$ cat config.mk
export PLATFORM = sky130hd
export DESIGN_NAME = timer_multi
export DESIGN_NICKNAME = d
export VERILOG_FILES = /design/src/rtl/timer_multi.sv
export SDC_FILE = /design/constraint.sdc
export NUM_CORES = 1
export LEC_CHECK = 0
export CORE_UTILIZATION = 61
export CTS_CLUSTER_DIAMETER = 150
export DETAILED_ROUTE_END_ITERATION = 8
export GPL_TIMING_DRIVEN = 0
export PLACE_DENSITY = 0.83
export SETUP_SLACK_MARGIN = 0.5
export SLEW_MARGIN = 20
export SYNTH_ARGS = -nofsm -noshare
export SYNTH_HDL_FRONTEND = slang
export SYNTH_SLANG_ARGS = --single-unit
$ cat constraint.sdc
create_clock -name clk -period 4.05 [get_ports clk]
set_input_delay 0.6075 -clock clk [delete_from_list [all_inputs] [get_ports clk]]
set_output_delay 0.6075 -clock clk [all_outputs]
set_load 0.01 [all_outputs]
$ cat src/rtl/timer_multi.sv
// timer_multi: 64-bit prescaled machine timer with NCMP compare channels and level interrupts
module timer_multi #(
    parameter int NCMP       = 2,
    parameter int PRESCALE_W = 16
) (
    input  logic            clk,
    input  logic            rst,
    input  logic            timer_valid,
    input  logic            timer_instr,
    input  logic [31:0]     timer_addr,
    input  logic [31:0]     timer_wdata,
    input  logic [3:0]      timer_wstrb,
    output logic [31:0]     timer_rdata,
    output logic            timer_ready,
    output logic [NCMP-1:0] timer_irpt
);
    logic                  en;
    logic [PRESCALE_W-1:0] prescale;
    logic [PRESCALE_W-1:0] pcnt;
    logic [63:0]           mtime;
    logic [31:0]           shadow;
    logic [63:0]           cmp [NCMP];
    logic                  acc;
    logic                  wr;
    logic                  rd;
    logic [31:0]           pre32;
    logic [31:0]           pre_m;
    logic [31:0]           lo_m;
    logic [31:0]           hi_m;
    logic [31:0]           rv;
    logic                  unused_instr;

    assign unused_instr = timer_instr;

    function automatic logic [31:0] merge(input logic [31:0] old, input logic [31:0] data,
                                          input logic [3:0] strb);
        logic [31:0] r;
        r = old;
        for (int b = 0; b < 4; b++) if (strb[b]) r[8*b +: 8] = data[8*b +: 8];
        return r;
    endfunction

    // Request decode, byte-merged write values and read mux over pre-edge state
    always_comb begin
        acc   = timer_valid && !timer_ready;
        wr    = acc && (timer_wstrb != 4'b0);
        rd    = acc && (timer_wstrb == 4'b0);
        pre32 = '0;
        pre32[PRESCALE_W-1:0] = prescale;
        pre_m = merge(pre32, timer_wdata, timer_wstrb);
        lo_m  = merge(mtime[31:0], timer_wdata, timer_wstrb);
        hi_m  = merge(mtime[63:32], timer_wdata, timer_wstrb);
        rv    = '0;
        if (timer_addr == 32'h0) rv = {31'b0, en};
        if (timer_addr == 32'h4) rv = pre32;
        if (timer_addr == 32'h8) rv = mtime[31:0];
        if (timer_addr == 32'hC) rv = shadow;
        for (int i = 0; i < NCMP; i++) begin
            if (timer_addr == 32'h20 + 32'(8 * i)) rv = cmp[i][31:0];
            if (timer_addr == 32'h24 + 32'(8 * i)) rv = cmp[i][63:32];
        end
    end

    // Handshake, prescaled counter (bus writes override the increment), compares and interrupts
    always_ff @(posedge clk or negedge rst) begin
        if (!rst) begin
            en          <= 1'b0;
            prescale    <= '0;
            pcnt        <= '0;
            mtime       <= '0;
            shadow      <= '0;
            for (int i = 0; i < NCMP; i++) cmp[i] <= '1;
            timer_rdata <= '0;
            timer_ready <= 1'b0;
            timer_irpt  <= '0;
        end else begin
            timer_ready <= acc;
            if (rd) begin
                timer_rdata <= rv;
                if (timer_addr == 32'h8) shadow <= mtime[63:32];
            end
            if (en) begin
                pcnt <= (pcnt == prescale) ? '0 : pcnt + 1'b1;
                if (pcnt == prescale) mtime <= mtime + 64'd1;
            end
            if (wr) begin
                if (timer_addr == 32'h0 && timer_wstrb[0]) en <= timer_wdata[0];
                if (timer_addr == 32'h4) begin
                    prescale <= pre_m[PRESCALE_W-1:0];
                    pcnt     <= '0;
                end
                if (timer_addr == 32'h8) begin
                    mtime <= {mtime[63:32], lo_m};
                    pcnt  <= '0;
                end
                if (timer_addr == 32'hC) begin
                    mtime <= {hi_m, mtime[31:0]};
                    pcnt  <= '0;
                end
                for (int i = 0; i < NCMP; i++) begin
                    if (timer_addr == 32'h20 + 32'(8 * i))
                        cmp[i][31:0] <= merge(cmp[i][31:0], timer_wdata, timer_wstrb);
                    if (timer_addr == 32'h24 + 32'(8 * i))
                        cmp[i][63:32] <= merge(cmp[i][63:32], timer_wdata, timer_wstrb);
                end
            end
            for (int i = 0; i < NCMP; i++) timer_irpt[i] <= en && (mtime >= cmp[i]);
        end
    end
endmodule

==> flow_summary_export.csv <==
group,metric,value,unit
run_status,run_status,"finished with violations",
run_status,violations,"design-rule violations",
grt,antenna_found_initial,2,
grt,grt_max_degree,100,
power_and_ir_drop,p_total,6.727,mW
layout,fillers,2172,
synthesis,netlist_top_cells_area,"dfrtp_1, dfstp_2, ha_1",
detailed_routing,viasPerCell,6.964,
die,die_x,172.0,um
detailed_routing,drc,6,
detailed_routing,post_drt_wl_per_cell,26.47,um
detailed_routing,ant_nets,0,
cts,path_clk_slew,0.06,ns
worst_setup_path,cp_num_buf_inv,2,
sta,slew_viol_final,0,
die,die-height,172.0,um
synthesis,synthArstFlopShare,1.000,
run,max_cap_viol_count,0,
power_and_ir_drop,p_per_area,329.0,mW/mm^2
synthesis,netlist-cell-type-count,64,
sta,rsz0062_at_grt,"true",
synthesis,netlist_area,0.01764,sq mm
placement,io_buffer_count,99,
synthesis,netlist_instances,1909,
detailed_routing,drt_iter0_markers,2588,
sta,finalSetupViolCount,0,
worst_setup_path,path_class,"primary input to register",
synthesis,synthFlopType,"dfrtp_1",
placement,placedCellCount,2390,
worst_setup_path,cp-end-kind,"register",
grt,grt_pass1_wl,96.54,mm
synthesis,yosys.area.top_type,"dfrtp_1",
worst_setup_path,worst_setup_path_start_kind,"primary input",
detailed_routing,via_count,17130,
synthesis,synth_top_area_frac,0.2327,
worst_setup_path,slowest_delay,0.63,ns
sta,worst_slew_pin_slew,1.202,ns
synthesis,ys_seq_area_frac,0.4234,
layout,layout.nets,2257,
worst_setup_path,cp_max_fo,9,
synthesis,ys_seq_elements,292,
worst_setup_path,arrival,3.95,ns
worst_setup_path,cp_cell_sequence,"clkdlybuf4s50_1 -> nor2b_1 -> clkbuf_1 -> nand2_1 -> nor2_1 -> nand2_1 -> a21oi_1 -> nor2_1 -> a22o_1 -> a21o_1",
synthesis,synth_compound_area_frac,0.1886,
placement,gp_congestion,1.060,
layout,finalNonFillerCells,2460,
placement,dp_hpwl,48.09,mm
synthesis,synthesis.nets,2111,
synthesis,synth_xor_area_frac,0.01674,
power_and_ir_drop,vdd_ir_drop_max,0.2789,mV
hold_path,holdCritPathClass,"primary input to asynchronous set/reset pin",
cts,clock_sinks,292,
sta,relSlewSlack,0.1916,
grt,grt_pass1_vias,15900,
layout,area_growth,15.93,%
synthesis,synth_edf_count,0,
die,top_level_ports,107,
power_and_ir_drop,p_leak,8.943,nW
worst_setup_path,crit_required,4.47,ns
cts,h-tree-depth,2,
synthesis,yosys_warnings,0,
grt,track_usage,0.4450,
die,fp-row-count,61,
worst_setup_path,crit_slowest_cell,"clkbuf_1",
sta,fmax,283.1,MHz
cts,clk_latency,0.53,ns
sta,fin_skew,0.01808,ns
synthesis,synth_top_family_by_area,"compound AO/OA/AOI/OAI gates",
sta,finalHoldViolations,0,
synthesis,synth.mux.area_fraction,0.07889,
sta,min_period,3.533,ns
cts,numCtsBuffers,34,
worst_setup_path,crit_family,"simple AND/OR/NAND/NOR gates",
cts,cts_tree,"done",
synthesis,synthSimpleGateAreaFrac,0.1503,
synthesis,syn_area_per_cell,9.239,sq um
die,coreArea,0.02809,sq mm
synthesis,synth_common_cells,"nand2_1, o21ai_0, dfrtp_1, inv_1, nor2_1",
synthesis,synth_adder_area_share,0.09222,
cts,root_buffer,"clkbuf_16",
detailed_routing,routed_wl,65.11,mm
grt,overflow,0,
detailed_routing,detail_route.first_pass.iterations,9,
cts,clockBufferDepth,3,
die,die_area,0.02960,sq mm
die,start_util,0.6279,
layout,drive_above_1_share,0.1712,
sta,min_period_over_period,0.8723,
metrics by stage:
step	hold slack, ns	utilization	cell area, sq um	TNS [ns]	worst slack [ns]
floorplan	0.3119	-	17640	0	1.137
global placement	0.4749	0.6801	19100	-2444.28	-10.00
detailed placement	0.4121	0.6838	19200	-16.47	-0.3573
CTS	0.4616	0.7241	20340	0	0.5211
global route	0.4729	0.7278	20440	0	0.4540
finish	0.4653	0.7280	20450	0	0.5174
kinds of logic after synthesis:
kind of cell / Yosys count
AOI/OAI and AO/OA: 538
muxes: 124
and+or+nand+nor: 561
buffers and inverters: 232
xor gates and xnor gates: 32
DFF: 292
adders and majority gates: 130
final timing paths:
path                       cells past startpoint  slack (ns)   startpoint         end
max reg2reg                                    8        0.53      pcnt[4]   mtime[35]
max                                           10        0.52  timer_valid   mtime[56]
min in group clk                               2        0.50   shadow[29]  shadow[29]
min                                            2        0.47          rst   mtime[58]
min reg2reg                                    2        0.50   shadow[29]  shadow[29]
max in group asynchronous                      4        2.41          rst      cmp[9]
placed cells by master, fill, tap and decap left out, drive strengths merged, types with 5 or more instances in the layout:
cell,synthesis,layout
a21o,28,28
and3,29,29
o21a,5,5
buf,5,15
xor2,11,11
nor2,134,134
nor2b,12,12
a32oi,9,9
dfstp,128,128
dfrtp,164,164
a31oi,42,42
o211ai,24,24
o32ai,8,8
nand2,200,200
mux2,120,120
clkinv,0,5
a222oi,17,17
nand3,53,53
and2,7,7
a22oi,39,39
or4,5,5
or3,7,7
a311oi,7,7
a211oi,14,14
a21oi,103,103
nand4,46,46
o22ai,9,9
ha,130,130
nor4,16,16
nor3,28,28
and4,9,9
xnor2,21,21
nand2b,5,5
clkbuf,85,138
inv,142,143
clkdlybuf4s50,0,98
o21ai,202,202
timing repair:
action	CTS	global route
hold buffers	1	0
hold endpoints to repair	2	0
pin swaps	0	3
cloned	0	0
buffers inserted	0	6
gates resized for setup	9	35
endpoints found under the setup margin	110	192
sequential cells by signal, summed over array words and instances (netlist names):
register and flops:
cmp 128, en 1, mtime 64, pcnt 16
prescale 16, shadow 32, timer_irpt 2, timer_rdata 32
timer_ready 1
power breakdown:
part	internal, mW	total (mW)	leakage [nW]	switching (mW)
clock	1.82	3.10	0.545	1.28
combinational	0.265	0.565	4.98	0.300
sequential	3.00	3.06	3.41	0.0553
cell type report:
class	count	area [sq um]	area share
inverter	142	533.0	0.02607
antenna	2	5.005	0.0002448
tap	378	473.0	0.02313
sequential	292	7467	0.3652
buffer	90	374.1	0.01830
clock inverter	8	71.32	0.003488
multi-input combinational	1385	9345	0.4570
clock buffer	53	1033	0.05054
timing repair buffer	110	1145	0.05599
routing by layer:
layer,track usage,vias up,routed length [um]
li1,-,7248,-
met1,0.6265,8302,25760
met2,0.6318,1347,26850
met3,0.1229,235,8991
met4,0.2089,0,3507
met5,0,-,0
Note: power is estimated with default switching activity, not from simulation.
